`config.mk`:
```
export PLATFORM = sky130hd
export DESIGN_NAME = mips_hazard_ctrl_flat
export DESIGN_NICKNAME = d
export VERILOG_FILES = /design/src/rtl/mips_pipe_pkg.sv /design/src/rtl/mips_hazard_ctrl_if.sv /design/src/rtl/mips_mdu_seq.sv /design/src/rtl/mips_hazard_ctrl.sv /design/src/flat_wrapper.sv
export SDC_FILE = /design/constraint.sdc
export NUM_CORES = 1
export LEC_CHECK = 0
export CORE_MARGIN = 2
export CORE_UTILIZATION = 37
export DETAILED_ROUTE_END_ITERATION = 8
export PLACE_DENSITY_LB_ADDON = 0.1
export SLEW_MARGIN = 20
export SYNTH_ARGS = -nofsm -noshare
export SYNTH_HDL_FRONTEND = slang
export SYNTH_SLANG_ARGS = --single-unit
```
`constraint.sdc`:
```
create_clock -name clk -period 2.6 [get_ports clk]
set_clock_uncertainty 0.2 [all_clocks]
set_input_delay 0.39 -clock clk [delete_from_list [all_inputs] [get_ports clk]]
set_output_delay 0.39 -clock clk [all_outputs]
set_load 0.02 [all_outputs]
```
`src/rtl/mips_pipe_pkg.sv`:
```
`default_nettype none
// ============================================================================
// mips_pipe_pkg : forwarding-select and MDU state encodings shared by the
//                 hazard controller and its sub-blocks.
// Revision      : 1.0
// ============================================================================
package mips_pipe_pkg;

   localparam logic [1:0] FWD_RF  = 2'b00;
   localparam logic [1:0] FWD_WB  = 2'b01;
   localparam logic [1:0] FWD_MEM = 2'b10;

   localparam int MDU_CNT_W = 6;

   typedef enum logic [0:0] {
      MDU_IDLE = 1'b0,
      MDU_BUSY = 1'b1
   } mdu_state_e;

   // Register 0 is hard-wired to zero, so it can never create a dependency.
   function automatic logic reg_match(input logic [4:0] src, input logic [4:0] dst);
      return (src != 5'd0) && (src == dst);
   endfunction

endpackage
`default_nettype wire

```
`src/rtl/mips_hazard_ctrl_if.sv`:
```
`default_nettype none
// ============================================================================
// mips_hazard_ctrl_if : pipeline-to-hazard-controller signal bundle.
// Revision            : 1.0
// ============================================================================
interface mips_hazard_ctrl_if;
   logic [4:0] rs_iss_i;
   logic [4:0] rt_iss_i;
   logic [4:0] rs_ex_i;
   logic [4:0] rt_ex_i;
   logic [4:0] dst_ex_i;
   logic [4:0] dst_mem_i;
   logic [4:0] dst_wb_i;
   logic       reg_wr_ex_i;
   logic       reg_wr_mem_i;
   logic       reg_wr_wb_i;
   logic       mem_to_reg_ex_i;
   logic       mem_to_reg_mem_i;
   logic       branch_iss_i;
   logic       pc_redirect_i;
   logic       mdu_op_iss_i;
   logic       mdu_start_ex_i;
   logic       mdu_is_div_ex_i;
   logic       hilo_rd_iss_i;
   logic       stall_fetch_o;
   logic       stall_iss_o;
   logic       clr_iss_o;
   logic       clr_ex_o;
   logic [1:0] fwd_a_ex_o;
   logic [1:0] fwd_b_ex_o;
   logic       fwd_a_iss_o;
   logic       fwd_b_iss_o;
   logic       mdu_busy_o;

   modport master (
      output rs_iss_i, rt_iss_i, rs_ex_i, rt_ex_i,
      output dst_ex_i, dst_mem_i, dst_wb_i,
      output reg_wr_ex_i, reg_wr_mem_i, reg_wr_wb_i,
      output mem_to_reg_ex_i, mem_to_reg_mem_i,
      output branch_iss_i, pc_redirect_i,
      output mdu_op_iss_i, mdu_start_ex_i, mdu_is_div_ex_i, hilo_rd_iss_i,
      input  stall_fetch_o, stall_iss_o, clr_iss_o, clr_ex_o,
      input  fwd_a_ex_o, fwd_b_ex_o, fwd_a_iss_o, fwd_b_iss_o, mdu_busy_o
   );

   modport slave (
      input  rs_iss_i, rt_iss_i, rs_ex_i, rt_ex_i,
      input  dst_ex_i, dst_mem_i, dst_wb_i,
      input  reg_wr_ex_i, reg_wr_mem_i, reg_wr_wb_i,
      input  mem_to_reg_ex_i, mem_to_reg_mem_i,
      input  branch_iss_i, pc_redirect_i,
      input  mdu_op_iss_i, mdu_start_ex_i, mdu_is_div_ex_i, hilo_rd_iss_i,
      output stall_fetch_o, stall_iss_o, clr_iss_o, clr_ex_o,
      output fwd_a_ex_o, fwd_b_ex_o, fwd_a_iss_o, fwd_b_iss_o, mdu_busy_o
   );
endinterface
`default_nettype wire

```
`src/rtl/mips_mdu_seq.sv`:
```
`default_nettype none
// ============================================================================
// mips_mdu_seq : multiply/divide busy sequencer; busy_o stays high for the
//                full MUL_LAT or DIV_LAT cycles after a start.
// Revision     : 1.0
// ============================================================================
module mips_mdu_seq
   import mips_pipe_pkg::*;
#(
   parameter int MUL_LAT = 4,
   parameter int DIV_LAT = 32
)(
   input  logic clk,
   input  logic reset,
   input  logic start_i,
   input  logic is_div_i,
   output logic busy_o
);

   localparam logic [MDU_CNT_W-1:0] MUL_CNT = MDU_CNT_W'(MUL_LAT - 1);
   localparam logic [MDU_CNT_W-1:0] DIV_CNT = MDU_CNT_W'(DIV_LAT - 1);

   mdu_state_e             state_q, state_d;
   logic [MDU_CNT_W-1:0]   count_q, count_d;

   always_ff @(posedge clk or posedge reset) begin
      if (reset) begin
         state_q <= MDU_IDLE;
         count_q <= '0;
      end else begin
         state_q <= state_d;
         count_q <= count_d;
      end
   end

   // A start arriving while BUSY is dropped; issue-side stalling keeps it from happening.
   always_comb begin
      state_d = state_q;
      count_d = count_q;
      case (state_q)
         MDU_IDLE: begin
            if (start_i) begin
               state_d = MDU_BUSY;
               count_d = is_div_i ? DIV_CNT : MUL_CNT;
            end
         end
         MDU_BUSY: begin
            if (count_q == '0) begin
               state_d = MDU_IDLE;
            end else begin
               count_d = count_q - 1'b1;
            end
         end
         default: begin
            state_d = MDU_IDLE;
            count_d = '0;
         end
      endcase
   end

   assign busy_o = (state_q == MDU_BUSY);

endmodule
`default_nettype wire

```
`src/rtl/mips_hazard_ctrl.sv`:
```
`default_nettype none
// ============================================================================
// mips_hazard_ctrl : stall/flush, operand forwarding and MDU sequencing for
//                    the 5-stage MIPS pipeline.
// Revision         : 1.0
// ============================================================================
module mips_hazard_ctrl
   import mips_pipe_pkg::*;
#(
   parameter int MUL_LAT = 4,
   parameter int DIV_LAT = 32
)(
   input  logic              clk,
   input  logic              reset,
   mips_hazard_ctrl_if.slave hz
);

   logic w_lu;
   logic w_bs;
   logic w_ms;
   logic w_stall;
   logic w_mdu_busy;

   // Mem-stage result is younger than wb, so it wins when both match.
   function automatic logic [1:0] ex_fwd_sel(input logic [4:0] src);
      if (hz.reg_wr_mem_i && reg_match(src, hz.dst_mem_i)) begin
         return FWD_MEM;
      end else if (hz.reg_wr_wb_i && reg_match(src, hz.dst_wb_i)) begin
         return FWD_WB;
      end
      return FWD_RF;
   endfunction

   function automatic logic iss_fwd(input logic [4:0] src);
      return hz.branch_iss_i && hz.reg_wr_mem_i && !hz.mem_to_reg_mem_i &&
             reg_match(src, hz.dst_mem_i);
   endfunction

   mips_mdu_seq #(
      .MUL_LAT (MUL_LAT),
      .DIV_LAT (DIV_LAT)
   ) u_mdu_seq (
      .clk      (clk),
      .reset    (reset),
      .start_i  (hz.mdu_start_ex_i),
      .is_div_i (hz.mdu_is_div_ex_i),
      .busy_o   (w_mdu_busy)
   );

   assign w_lu = hz.mem_to_reg_ex_i &&
                 (reg_match(hz.rs_iss_i, hz.dst_ex_i) || reg_match(hz.rt_iss_i, hz.dst_ex_i));

   // The branch comparator sits in issue, so an ex-stage ALU result or a
   // mem-stage load is not yet available to it.
   assign w_bs = hz.branch_iss_i &&
                 ((hz.reg_wr_ex_i &&
                   (reg_match(hz.rs_iss_i, hz.dst_ex_i) || reg_match(hz.rt_iss_i, hz.dst_ex_i))) ||
                  (hz.mem_to_reg_mem_i &&
                   (reg_match(hz.rs_iss_i, hz.dst_mem_i) || reg_match(hz.rt_iss_i, hz.dst_mem_i))));

   assign w_ms    = w_mdu_busy && (hz.hilo_rd_iss_i || hz.mdu_op_iss_i);
   assign w_stall = w_lu || w_bs || w_ms;

   assign hz.stall_fetch_o = w_stall;
   assign hz.stall_iss_o   = w_stall;
   assign hz.clr_ex_o      = w_stall;
   assign hz.clr_iss_o     = hz.pc_redirect_i && !w_stall;
   assign hz.fwd_a_ex_o    = ex_fwd_sel(hz.rs_ex_i);
   assign hz.fwd_b_ex_o    = ex_fwd_sel(hz.rt_ex_i);
   assign hz.fwd_a_iss_o   = iss_fwd(hz.rs_iss_i);
   assign hz.fwd_b_iss_o   = iss_fwd(hz.rt_iss_i);
   assign hz.mdu_busy_o    = w_mdu_busy;

endmodule
`default_nettype wire

```
`src/flat_wrapper.sv`:
```
// flat-port wrapper written by rule: the top's interface ports become plain ports
module mips_hazard_ctrl_flat import mips_pipe_pkg::*;
#(
   parameter int MUL_LAT = 4,
   parameter int DIV_LAT = 32
)
  (clk, reset, hz_rs_iss_i, hz_rt_iss_i, hz_rs_ex_i, hz_rt_ex_i, hz_dst_ex_i, hz_dst_mem_i, hz_dst_wb_i, hz_reg_wr_ex_i, hz_reg_wr_mem_i, hz_reg_wr_wb_i, hz_mem_to_reg_ex_i, hz_mem_to_reg_mem_i, hz_branch_iss_i, hz_pc_redirect_i, hz_mdu_op_iss_i, hz_mdu_start_ex_i, hz_mdu_is_div_ex_i, hz_hilo_rd_iss_i, hz_stall_fetch_o, hz_stall_iss_o, hz_clr_iss_o, hz_clr_ex_o, hz_fwd_a_ex_o, hz_fwd_b_ex_o, hz_fwd_a_iss_o, hz_fwd_b_iss_o, hz_mdu_busy_o);
  mips_hazard_ctrl_if hz_i ();
  input  logic clk;
  input  logic reset;
  input wire logic [$bits(hz_i.rs_iss_i)-1:0] hz_rs_iss_i;
  input wire logic [$bits(hz_i.rt_iss_i)-1:0] hz_rt_iss_i;
  input wire logic [$bits(hz_i.rs_ex_i)-1:0] hz_rs_ex_i;
  input wire logic [$bits(hz_i.rt_ex_i)-1:0] hz_rt_ex_i;
  input wire logic [$bits(hz_i.dst_ex_i)-1:0] hz_dst_ex_i;
  input wire logic [$bits(hz_i.dst_mem_i)-1:0] hz_dst_mem_i;
  input wire logic [$bits(hz_i.dst_wb_i)-1:0] hz_dst_wb_i;
  input wire logic [$bits(hz_i.reg_wr_ex_i)-1:0] hz_reg_wr_ex_i;
  input wire logic [$bits(hz_i.reg_wr_mem_i)-1:0] hz_reg_wr_mem_i;
  input wire logic [$bits(hz_i.reg_wr_wb_i)-1:0] hz_reg_wr_wb_i;
  input wire logic [$bits(hz_i.mem_to_reg_ex_i)-1:0] hz_mem_to_reg_ex_i;
  input wire logic [$bits(hz_i.mem_to_reg_mem_i)-1:0] hz_mem_to_reg_mem_i;
  input wire logic [$bits(hz_i.branch_iss_i)-1:0] hz_branch_iss_i;
  input wire logic [$bits(hz_i.pc_redirect_i)-1:0] hz_pc_redirect_i;
  input wire logic [$bits(hz_i.mdu_op_iss_i)-1:0] hz_mdu_op_iss_i;
  input wire logic [$bits(hz_i.mdu_start_ex_i)-1:0] hz_mdu_start_ex_i;
  input wire logic [$bits(hz_i.mdu_is_div_ex_i)-1:0] hz_mdu_is_div_ex_i;
  input wire logic [$bits(hz_i.hilo_rd_iss_i)-1:0] hz_hilo_rd_iss_i;
  output wire logic [$bits(hz_i.stall_fetch_o)-1:0] hz_stall_fetch_o;
  output wire logic [$bits(hz_i.stall_iss_o)-1:0] hz_stall_iss_o;
  output wire logic [$bits(hz_i.clr_iss_o)-1:0] hz_clr_iss_o;
  output wire logic [$bits(hz_i.clr_ex_o)-1:0] hz_clr_ex_o;
  output wire logic [$bits(hz_i.fwd_a_ex_o)-1:0] hz_fwd_a_ex_o;
  output wire logic [$bits(hz_i.fwd_b_ex_o)-1:0] hz_fwd_b_ex_o;
  output wire logic [$bits(hz_i.fwd_a_iss_o)-1:0] hz_fwd_a_iss_o;
  output wire logic [$bits(hz_i.fwd_b_iss_o)-1:0] hz_fwd_b_iss_o;
  output wire logic [$bits(hz_i.mdu_busy_o)-1:0] hz_mdu_busy_o;
  assign hz_i.rs_iss_i = hz_rs_iss_i;
  assign hz_i.rt_iss_i = hz_rt_iss_i;
  assign hz_i.rs_ex_i = hz_rs_ex_i;
  assign hz_i.rt_ex_i = hz_rt_ex_i;
  assign hz_i.dst_ex_i = hz_dst_ex_i;
  assign hz_i.dst_mem_i = hz_dst_mem_i;
  assign hz_i.dst_wb_i = hz_dst_wb_i;
  assign hz_i.reg_wr_ex_i = hz_reg_wr_ex_i;
  assign hz_i.reg_wr_mem_i = hz_reg_wr_mem_i;
  assign hz_i.reg_wr_wb_i = hz_reg_wr_wb_i;
  assign hz_i.mem_to_reg_ex_i = hz_mem_to_reg_ex_i;
  assign hz_i.mem_to_reg_mem_i = hz_mem_to_reg_mem_i;
  assign hz_i.branch_iss_i = hz_branch_iss_i;
  assign hz_i.pc_redirect_i = hz_pc_redirect_i;
  assign hz_i.mdu_op_iss_i = hz_mdu_op_iss_i;
  assign hz_i.mdu_start_ex_i = hz_mdu_start_ex_i;
  assign hz_i.mdu_is_div_ex_i = hz_mdu_is_div_ex_i;
  assign hz_i.hilo_rd_iss_i = hz_hilo_rd_iss_i;
  assign hz_stall_fetch_o = hz_i.stall_fetch_o;
  assign hz_stall_iss_o = hz_i.stall_iss_o;
  assign hz_clr_iss_o = hz_i.clr_iss_o;
  assign hz_clr_ex_o = hz_i.clr_ex_o;
  assign hz_fwd_a_ex_o = hz_i.fwd_a_ex_o;
  assign hz_fwd_b_ex_o = hz_i.fwd_b_ex_o;
  assign hz_fwd_a_iss_o = hz_i.fwd_a_iss_o;
  assign hz_fwd_b_iss_o = hz_i.fwd_b_iss_o;
  assign hz_mdu_busy_o = hz_i.mdu_busy_o;
  mips_hazard_ctrl #(.MUL_LAT(MUL_LAT), .DIV_LAT(DIV_LAT)) u_core (.clk(clk), .reset(reset), .hz(hz_i));
endmodule
```
# --- Yosys cells after proc, flatten, opt, wreduce, memory -nomap -nowiden ---
# Index checks and enable logic that the tools add are counted.
op_classes:
  n_addsub: 1
  n_eq_ne: 10
  mux: 17
  bitwise_logic: 1
  reduce_logical: 36
ops:
  columns: ["op", "count"]
  rows:
  - ["$eq 5x5->1", 8]
  - ["$logic_and 1x1->1", 22]
  - ["$reduce_bool 5->1", 4]
  - ["$mux 2", 6]
  - ["$mux 6", 2]
  - ["$pmux 6 s2", 1]
  - ["$logic_not 6->1", 1]
  - ["$logic_or 1x1->1", 6]
  - ["$mux 1", 6]
  - ["$sub 6x1->6 const B", 1]
  - ["$mux 5", 1]
  - ["$ne 2x2->1 const B", 2]
  - ["$logic_not 1->1", 2]
  - ["$pmux 1 s2", 1]
  - ["$reduce_and 2->1", 1]
  - ["$not 1->1", 1]
word_totals:
  ff_bits: 7
  in_bits: 48
  output_inout_bits: 11

# --- Longest topological paths before layout ---
depth:
  word_depth: 10
  depth_mapped: 7
  mapped_depth_nobuf: 7

# --- Hierarchy ---
# Synthesis repeated with hierarchy kept, for this count alone.
hier_totals:
  cells_unflattened: 121
  hier_area_um2: 1039.7
by_module_without_submodules:
  columns: ["module", "n_inst", "cells_per_inst", "area_per_inst_um2", "seq_area_each_um2"]
  rows:
  - ["mips_hazard_ctrl", 1, 82, 628.1, 0.0]
  - ["mips_mdu_seq", 1, 39, 411.6, 175.2]

# --- Least setup slack after synthesis ---
# OpenSTA, ideal clock, no wires.
synth_path:
  path_kind: "input port to output port"
  start: "input hz_rs_iss_i[0]"
  end: "output hz_clr_iss_o"
  arrival_ns: 2.016
  required_time_ns: 2.010
  slack_ns: -0.006
  stages: 5
  path_cell_list: "or4_4 -> o211ai_1 -> or4_2 -> a21oi_2 -> nor4b_1"
synth_between:
  elab_chain_cells: 10
  word_cells_on_any_way: 16
  classes_between: "eq/ne: 2; reduce/logical: 14"
synth_lines:
  columns: ["item", "line_no", "text"]
  rows:
  - ["from (decl)", "flat_wrapper.sv:11", "input wire logic [$bits(hz_i.rs_iss_i)-1:0] hz_rs_iss_i;"]
  - ["$eq 5x5->1 or $reduce_bool 5->1 (tied branches)", "mips_pipe_pkg.sv:22", "return (src != 5'd0) && (src == dst);"]
  - ["$logic_and 1x1->1", "mips_pipe_pkg.sv:22", null]
  - ["$logic_or 1x1->1 (on tied branches)", "mips_hazard_ctrl.sv:51, mips_hazard_ctrl.sv:57, mips_hazard_ctrl.sv:59", null]
  - ["$logic_and 1x1->1 (on tied branches)", "mips_hazard_ctrl.sv:56, mips_hazard_ctrl.sv:58", null]
  - ["$logic_or 1x1->1", "mips_hazard_ctrl.sv:57", "(reg_match(hz.rs_iss_i, hz.dst_ex_i) || reg_match(hz.rt_iss_i, hz.dst_ex_i))) ||"]
  - ["$logic_and 1x1->1", "mips_hazard_ctrl.sv:55", "assign w_bs = hz.branch_iss_i &&"]
  - ["$logic_or 1x1->1 (*) (2 in a row)", "mips_hazard_ctrl.sv:62", "assign w_stall = w_lu || w_bs || w_ms;"]
  - ["$logic_not 1->1 (*)", "mips_hazard_ctrl.sv:67", "assign hz.clr_iss_o = hz.pc_redirect_i && !w_stall;"]
  - ["$logic_and 1x1->1 (*)", "mips_hazard_ctrl.sv:67", null]
  - ["to (decl)", "flat_wrapper.sv:31", "output wire logic [$bits(hz_i.clr_iss_o)-1:0] hz_clr_iss_o;"]
# Mark *: on every way between the ends. The rest lies on a longest branch, timed or not.

# --- Final worst setup path ---
layout_path:
  start: "input hz_rt_iss_i[4]"
  end: "output hz_clr_ex_o"
layout_between:
  elab_chain_cells: 8
  word_cells_on_any_way: 14
  classes_between: "eq/ne: 2; reduce/logical: 12"
layout_lines:
  columns: ["item", "line_no", "text"]
  rows:
  - ["from (decl)", "flat_wrapper.sv:12", "input wire logic [$bits(hz_i.rt_iss_i)-1:0] hz_rt_iss_i;"]
  - ["$eq 5x5->1 or $reduce_bool 5->1 (tied branches)", "mips_pipe_pkg.sv:22", null]
  - ["$logic_and 1x1->1", "mips_pipe_pkg.sv:22", null]
  - ["$logic_or 1x1->1 (on tied branches)", "mips_hazard_ctrl.sv:51, mips_hazard_ctrl.sv:57, mips_hazard_ctrl.sv:59", null]
  - ["$logic_and 1x1->1 (on tied branches)", "mips_hazard_ctrl.sv:56, mips_hazard_ctrl.sv:58", null]
  - ["$logic_or 1x1->1", "mips_hazard_ctrl.sv:57", null]
  - ["$logic_and 1x1->1", "mips_hazard_ctrl.sv:55", null]
  - ["$logic_or 1x1->1 (*) (2 in a row)", "mips_hazard_ctrl.sv:62", null]
  - ["to (decl)", "flat_wrapper.sv:32", "output wire logic [$bits(hz_i.clr_ex_o)-1:0] hz_clr_ex_o;"]
# Marks and branches as above.

==> impl_metrics.ini <==
[status]
outcome = finished with violations
violations = setup timing

[floorplanning]
start_util = 0.385
die_h_um = 54.6
core_area_um2 = 2450
die_x_um = 54.6
rows = 18
num_io_pins = 59
die_area_um2 = 2980

[setup_path]
crit_fanout = 3
cp.arrival_ns = 2.04
required_ns = 2.01
worstReg2RegStart = u_core.u_mdu_seq.count_q[0]
worstSetupPathType = primary input to output pin
start_kind = primary input
cp-end-kind = output pin
critPathLaunch = hz_rt_iss_i[4]

[clocking]
cts_buffers = 3
cts_root_buf = clkbuf_4
cts.sink_count = 7
cts_tree = yes
cts_max_level = 1
clk_latency_ns = 0.25
cts_buffer_depth = 2
clkTransAtPathRegs_ns = 0.05

[power]
leakage_nw = 0.840
p_comb_frac = 0.606
p_sw_uw = 325
clockPowerShare = 0.119
p_int_uw = 484
peakVddDrop_v = 0.000411
power_density_nw_per_um2 = 426
p_seq_frac = 0.275
switching_share = 0.402

[synthesis]
synthSimpleGateAreaFrac = 0.249
synth_xor_xnor_area_share = 0.380
synth_compound_area_frac = 0.138
synth-main-ff-cell = dfrtp_1
synth-seq-area-share = 0.185
synth.avg_cell_area_um2 = 8.37
synth.cell_area_um2 = 946
yosys-mux-area-fraction = 0
synthAdderAreaFrac = 0.0132
synth_cells = 113
synth.net_count = 162
synth_seq_cells = 7
synth.distinct_cells = 30
synth_warnings = 0
synth_top_family_by_area = XOR/XNOR gates
synth_edf_count = 0
synthArstFlopShare = 1.00

[placed_design]
hpwl_um = 2630
gp_routability_congestion = 0.864
placed_cells = 226
port_buffers = 58

[cells_and_area]
drive_above_1_share = 0.363
nets = 254
antenna_cells = 0
area_growth_pct = 101
n_fill_cell = 159
multi_input_area_um2 = 850
seq_area_um2 = 175
instances_no_fill = 234
layout_commonest_cell = buf_4
final_cell_mix = 34 x buf_4, 23 x xnor2_1, 21 x clkdlybuf4s50_1, 17 x xor2_1, 11 x dlygate4sd2_1

[global_route]
busiest_layer = met2
grt_usage = 0.224
grt_pass1_wl_um = 4800
use_met3 = 0.0301
grt_pass1_vias = 1146
grtUsageMet1 = 0.238
grt_max_degree = 10
met2_usage = 0.452
antenna_found_initial = 0
grt-ovfl-total = 0

[sta]
setup_violations = 4
slew_headroom = 0.759
worstMarginPinSlew_ns = 0.359
setup_total_negative_slack_ns = -0.110
fmax_mhz = 380
period_needed_ns = 2.63
hold_viol_final = 0
rsz0062_at_grt = yes
fin_crit_sh = 1.01
slew_violations = 0
final.setup.worst_slack_ns = -0.0338

[routing]
vias_per_cell = 5.18
wl_per_cell_um = 14.4
dr.pass1.iters = 4
route.detailed.drc = 0
first_iter_violations = 14
ant_nets = 0
finalWirelength_um = 3360
vias = 1212

[job]
max_cap_viol_count = 0

[min_path]
min_path_type = primary input to async pin
[power by group through the flow]
stage,Combinational (mW),Clock (mW),Sequential (mW)
final,0.491,0.0961,0.222
after global routing,0.540,0.108,0.230
after CTS,0.470,0.0988,0.222
after detailed placement,0.458,0,0.224
after global placement,0.435,0,0.221
after floorplan,0.250,0,0.217
[cells by family after synthesis]
kind of cell,after synthesis
AOI/OAI and AO/OA,18
DFF,7
xor gates and xnor gates,41
adders and majority gates,1
buffers and inverters,7
and+or+nand+nor,39
[worst paths after layout]
kind / endpoint / cells past startpoint / slack (ns)
max: hz_clr_ex_o / 8 / -0.03
min: u_core.u_mdu_seq.count_q[2] / 2 / 0.17
max reg2reg: u_core.u_mdu_seq.count_q[4] / 7 / 0.45
min reg2reg: u_core.u_mdu_seq.count_q[5] / 1 / 0.31
max in group asynchronous: u_core.u_mdu_seq.count_q[5] / 2 / 1.81
min in group clk: u_core.u_mdu_seq.count_q[5] / 1 / 0.31
[state kept, by name, summed over array words and instances, names as in the netlist]
name,cells
u_core.u_mdu_seq.busy_o,1
u_core.u_mdu_seq.count_q,6
[metrics by stage]
step                instance area, um^2  hold WS [ns]   util  power [mW]  worst slack (ns)
floorplan                           952      -0.00660      -       0.467            0.0369
global placement                   1760         0.297  0.718       0.656            -0.700
detailed placement                 1760         0.307  0.718       0.682            -0.795
CTS                                1800         0.176  0.732       0.791           0.00127
global route                       1900         0.207  0.774       0.878           -0.0718
finish                             1900         0.173  0.774       0.809           -0.0338
[worst max-delay path, stage by stage]
cell,delay (ns)
buf_6,0.09
or4_4,0.53
buf_4,0.15
o211ai_2,0.14
or4_4,0.15
a21oi_4,0.06
or3_4,0.37
buf_6,0.15
[cell type report]
| type | instances | area share |
|---|---|---|
| tap | 30 | 0.0198 |
| timing repair buffer | 90 | 0.419 |
| multi-input combinational | 99 | 0.447 |
| clock buffer | 4 | 0.0138 |
| inverter | 4 | 0.00791 |
| sequential | 7 | 0.0922 |
[cell usage after synthesis (all sizes together) (4+ instances only)]
master  number  share of area
or4          9          0.081
nand4        4          0.026
nor2         8          0.032
o211ai       5          0.045
xnor2       24           0.22
inv          4          0.016
nand2        5          0.020
a21oi        5          0.030
nor4         4          0.026
dfrtp        7           0.19
xor2        17           0.16
o21ai        4          0.021
[what timing repair did]
item                                    4_1_cts  5_1_grt
setup buffers                                 2        2
endpoints found under the setup margin       10        8
pin swaps                                     9       14
resized for setup                            90       33
hold buffers                                  0        0
[per-layer routing]
metal  wire [um]  vias up
met2        1870       43
li1            -      594
met3         156        4
met4          30        0
met1        1300      571
met5           0        -
No activity file was read; power rests on OpenSTA's default activity.
==> patch 1, RTL diff (config.mk and constraints unchanged) <==
Set the package constant `MDU_CNT_W` to 7 (it was 6).
--- a/src/rtl/mips_pipe_pkg.sv
+++ b/src/rtl/mips_pipe_pkg.sv
@@ -11,5 +11,5 @@
    localparam logic [1:0] FWD_MEM = 2'b10;
 
-   localparam int MDU_CNT_W = 6;
+   localparam int MDU_CNT_W = 7;
 
    typedef enum logic [0:0] {
Check against the original RTL: same outputs for any inputs over 10 cycles, from zero or initial values and one cycle with reset high; that may be too few to reach the edited logic, so the function may still have changed.
==> patch 1 against the unedited design <==
  * Highest routed layer unchanged
  * Setup slack gained 0.12 ns
  * Count of clock-buffer cells in the layout down 1
  * Via count increased by 5.0%
  * Synthesized cell count increased by 8.0%
  * Power grew 8.5%
  * Sequential cell count increased by 1
  * Hold slack improved by 0.0066 ns
  * Register-to-register slack better by 0.22 ns
  * Synthesized area increased by 6.6%
  * Design area increased by 3.2%
  * Critical path type unchanged
  * Global-route usage fell by 1.1 points
  * Wire length grew 6.3%
  * Sequential power grew 3%
  * Largest power group unchanged
==> patch 1: results (changes against the unedited design) <==
* Initial antenna violation count at 0 (unchanged)
* Hold buffer count at CTS at 0 (unchanged)
* First-pass GRT wire length at 5490 µm (+15%)
* Mapped Nets at 171 (+5.6%)
* Met3 Use GR at 0.0581 (+0.0281)
* CP max stage delay at 0.55 ns (+0.02 ns)
* Drt wl/cell at 14.8 µm (+2.8%)
* Pin count of the biggest net entering global routing at 11 (+1)
* M2 GR Usage at 0.398 (-0.0535)
* Synth cell types at 32 (+6.7%)
* CTS resizes at 52 (-42%)
* Sequential area share after synthesis at 0.199 (+0.0133)
* Clk tree area frac at 0.0115 (-0.00235)
* Final nets at 263 (+3.5%)
* Sequential cell area share at 0.102 (+0.00988)
* Status: complete, no violations
* Post-synth top cells: xnor2_1 (25), xor2_1 (15), nor2_1 (9)
* R2r setup slk at 0.67 ns (+0.22 ns)
* Hold crit path type: in -> async
* Leak at 0.867 nW (+3.2%)
* Grt met1 use at 0.250 (+0.0124)
* Clk buf depth at 2 (unchanged)
* CP arrival at 1.93 ns (-0.11 ns)
* First-pass DRT Iterations at 5 (+1)
* Antenna cells at 0 (unchanged)
* Fillers at 182 (+14%)
* Top cells by area, synth: xnor2_1 (22%), dfrtp_1 (20%), xor2_1 (13%)
* Multi-In Gates at 108 (+9.1%)
* DRT iter0 DRCs at 33 (+19)
* Fraction of area in multi-input gates at 0.448 (+0.000690)
* Peak VDD IR at 0.755 mV (+84%)
* DP Worst Slack at -0.553 ns (+0.242 ns)
* Crit path max-delay family: simple AND/OR/NAND/NOR gates
* NonClk Buf Share at 0.414 (-0.00544)
* Largest register FFs at 7 (+1)
* Vias in the first global route at 1285 (+12%)
* Layout cell share with drive strength beyond 1 at 0.283 (-0.0797)
* Min Clock Period, post-route at 2.52 ns (-0.115 ns)
* Slew @ Worst Pin at 0.396 ns (+0.0374 ns)
* GRT Total Usage at 0.213 (-0.0109)
* CTS buffer count at 3 (unchanged)
* GPL Wtd Cong at 0.895 (+3.6%)
* Critical Path Slowest Stage Cell: or4_4
* Via density at 5.26 (+1.6%)
* DP HPWL at 2790 µm (+5.9%)
* Signal inverters at 3 (-1)
* CTS clk-pin slew, worst paths at 0.05 ns (about the same)
* #FFs+latches synth at 8 (+1)
* Hold slack at 0.180 ns (+0.00662 ns)
## patch 1: cells by family (layout without fill, tap and decap cells)
kind of cell    count (synthesis)  count (layout)  synth area share
xor+xnor                       40              40             0.347
flops                           8               8             0.199
buf+inv                         6              96            0.0298
compound gates                 19              19             0.139
fa+ha+maj                       1               1            0.0124
simple gates                   48              48             0.273
## patch 1: routing by layer
metal  vias up  routed length (µm)
met5         -                   0
met4         0                   6
met3         2                 243
met2        55                1860
met1       595                1460
li1        621                   -
## patch 1: through the flow
step / instances / area (µm²) / setup TNS, ns
floorplan: 122 / 1010 / 0
global placement: 235 / 1820 / -3.88
detailed placement: 235 / 1820 / -4.16
CTS: 240 / 1850 / -0.0211
global route: 242 / 1960 / 0
finish: 242 / 1960 / 0
## patch 1: where the power goes
| group | switching, mW | internal, mW |
|---|---|---|
| logic | 0.274 | 0.280 |
| registers | 0.0482 | 0.180 |
| clock network | 0.0430 | 0.0529 |
## patch 1: worst register-to-register path: stages, from the launching register on
cell and delay (ns):
dfrtp_1 0.38, inv_1 0.06, ha_1 0.22, nand2b_1 0.14
nor4b_1 0.09, nor2b_1 0.30, nand2_1 0.13, o41ai_1 0.30
## patch 1: final timing paths
path                                              from                          end
max in group asynchronous                        reset  u_core.u_mdu_seq.count_q[2]
min reg2reg                u_core.u_mdu_seq.count_q[6]  u_core.u_mdu_seq.count_q[6]
max reg2reg                u_core.u_mdu_seq.count_q[0]  u_core.u_mdu_seq.count_q[5]
min                                              reset      u_core.u_mdu_seq.busy_o
min in group clk           u_core.u_mdu_seq.count_q[6]  u_core.u_mdu_seq.count_q[6]
max                                     hz_rt_iss_i[4]               hz_stall_iss_o
==> patch 2, RTL diff (same flow settings) <==
Made on the original files. Reset style: synchronous (`reset`), changed in one clocked block.
--- a/src/rtl/mips_mdu_seq.sv
+++ b/src/rtl/mips_mdu_seq.sv
@@ -24,5 +24,5 @@
    logic [MDU_CNT_W-1:0]   count_q, count_d;
 
-   always_ff @(posedge clk or posedge reset) begin
+   always_ff @(posedge clk) begin
       if (reset) begin
          state_q <= MDU_IDLE;
Check against the original RTL: differs if reset is asserted again (counterexample within 4 cycles, from zero or initial values and one cycle with reset high); with reset held inactive, the same outputs for 10 cycles.
==> patch 2 against the unedited design <==
  * First-iteration DRC count is 110% higher
  * Power is 34% lower
  * Count of clock-buffer cells in the layout stayed put
  * Clock power is 6% higher
  * Sequential cell count stayed put
  * Synthesized area is 4.5% higher
  * Design area is 4.8% lower
  * Via count is 3.4% higher
  * Setup slack better by 0.087 ns
  * Wire length is 6.2% lower
  * Combinational power is 39% lower
==> patch 2: results (changes against the unedited design) <==
* Drt wl/cell at 13.1 µm (-8.5%)
* CP arrival at 1.96 ns (-0.08 ns)
* Placed Area at 1760 µm² (+0.14%)
* Relative slew slack at 0.456 (-0.303)
* I/O Buffers at 58 (unchanged)
* DP HPWL at 2750 µm (+4.7%)
* Leak at 0.733 nW (-13%)
* Dpl cells at 236 (+4.4%)
* Asr flop ratio synth at 0 (-1.00)
* Antenna cells at 0 (unchanged)
* Clk buf depth at 2 (unchanged)
* Synth cell types at 35 (+17%)
* Compound-Gate Fraction of Synth Area at 0.178 (+0.0409)
* Top_reg_cell synth: dfxtp_1
* Post-synth top cells: xnor2_1 (30), nor2_1 (11), xor2_1 (10)
* P_int at 344 µW (-29%)
* Fillers at 217 (+36%)
* Xor/xnor cell area share of the yosys netlist at 0.354 (-0.0252)
* Register name with the most flops: u_core.u_mdu_seq.count_q
* CTS buffer count at 3 (unchanged)
* First-pass GRT wire length at 5380 µm (+12%)
* DRT iter0 DRCs at 29 (+15)
* Via density at 5.22 (+0.80%)
* Mapped Nets at 177 (+9.3%)
* Hold crit path type: reg -> reg
* Worst skew pair latency at 0.26 ns
* H-tree depth at 1 (unchanged)
* Sequential area share after synthesis at 0.142 (-0.0434)
* Post-Synth Adder-Cell Area at 0.0127 (-0.000569)
* First-pass DRT Iterations at 4 (unchanged)
* Setup bufs post-CTS at 0 (-2)
* Pin count of the biggest net entering global routing at 12 (+2)
* Largest register FFs at 6 (unchanged)
* Clk root buf: clkbuf_4
* Status: complete, no violations
* GRT Total Usage at 0.211 (-0.0130)
* CP Max Fanout at 2 (-1)
* Routed vias at 1253 (+3.4%)
* Synthesis warning total at 0 (unchanged)
* Mean Syn Cell Area at 7.72 µm² (-7.7%)
* Top cells by area, synth: xnor2_1 (27%), dfxtp_1 (14%), xor2_1 (8.9%)
* Final nets at 260 (+2.4%)
* Mux cell area share after synthesis at 0 (unchanged)
* Layout cell share with drive strength beyond 1 at 0.224 (-0.139)
* Peak VDD IR at 0.358 mV (-13%)
* Initial antenna violation count at 0 (unchanged)
* GPL Wtd Cong at 0.903 (+4.5%)
* CTS clk-pin slew, worst paths at 0.06 ns
==> patch 2: cell types whose count changed in the layout (fill, tap and decap cells not counted), moves of 5 or more <==
cell / delta
clkdlybuf4s50_1: +11
dfrtp_1: -7
dfxtp_1: +7
xor2_1: -7
buf_6: -6
dlymetal6s2s_1: -5
nor3_1: +5
or4_4: -5
xnor2_1: +5
==> patch 2: per-stage QoR <==
| stage | setup TNS (ns) | hold slack (ns) | setup slack [ns] |
|---|---|---|---|
| 6_report | 0 | 0.282 | 0.0531 |
| 5_1_grt | 0 | 0.300 | 0.00192 |
| 4_1_cts | 0 | 0.278 | 0.0195 |
| 3_5_place_dp | -4.34 | 0.270 | -0.592 |
| 3_3_place_gp | -4.15 | 0.258 | -0.574 |
| 2_1_floorplan | 0 | 0.242 | 0.113 |
==> patch 2: path summary, 6_finish.rpt <==
kind / slack, ns / depth (start not counted) / to / startpoint
max: 0.05 / 6 / hz_fwd_a_ex_o[0] / hz_rs_ex_i[3]
min: 0.28 / 2 / u_core.u_mdu_seq.count_q[5] / u_core.u_mdu_seq.count_q[5]
min reg2reg: 0.28 / 2 / u_core.u_mdu_seq.count_q[5] / u_core.u_mdu_seq.count_q[5]
max reg2reg: 0.66 / 5 / u_core.u_mdu_seq.count_q[1] / u_core.u_mdu_seq.count_q[0]
==> patch 2: cell families after synthesis <==
family          count (synthesis)
buf+inv                         9
flops                           7
xor+xnor                       40
fa+ha+maj                       1
simple gates                   47
compound gates                 24
==> patch 2: repair_timing <==
item | in CTS | in global routing
pin swaps | 13 | 9
hold buffers | 0 | 0
setup endpoints to repair | 10 | 8
gates resized for setup | 56 | 11
==> patch 2: worst max-delay path: stages <==
cell             delay [ns]
clkdlybuf4s50_1        0.42
or4_1                  0.52
nor2_2                 0.13
nor4_2                 0.07
nor4_1                 0.23
buf_2                  0.21
==> patch 2: layer usage <==
layer / part of all wire / GRT usage
met5: 0 / 0
met3: 0.062 / 0.0372
met1: 0.41 / 0.237
met4: 0.015 / 0.0662
met2: 0.51 / 0.396
==> patch 2: power by group through the flow <==
stage / clock [mW] / sequential [mW] / combinational (mW)
after detailed placement: 0 / 0.135 / 0.303
after global placement: 0 / 0.134 / 0.295
after global routing: 0.114 / 0.134 / 0.327
final: 0.102 / 0.133 / 0.300
after floorplan: 0 / 0.133 / 0.146
after CTS: 0.106 / 0.132 / 0.294
==> patch 2: layout make-up <==
type | count | area (µm²) | area share
timing repair buffer | 84 | 739 | 0.409
sequential | 7 | 140 | 0.0775
multi-input combinational | 112 | 853 | 0.472
clock buffer | 4 | 26.3 | 0.0145
inverter | 3 | 11.3 | 0.00623
tap | 30 | 37.5 | 0.0208
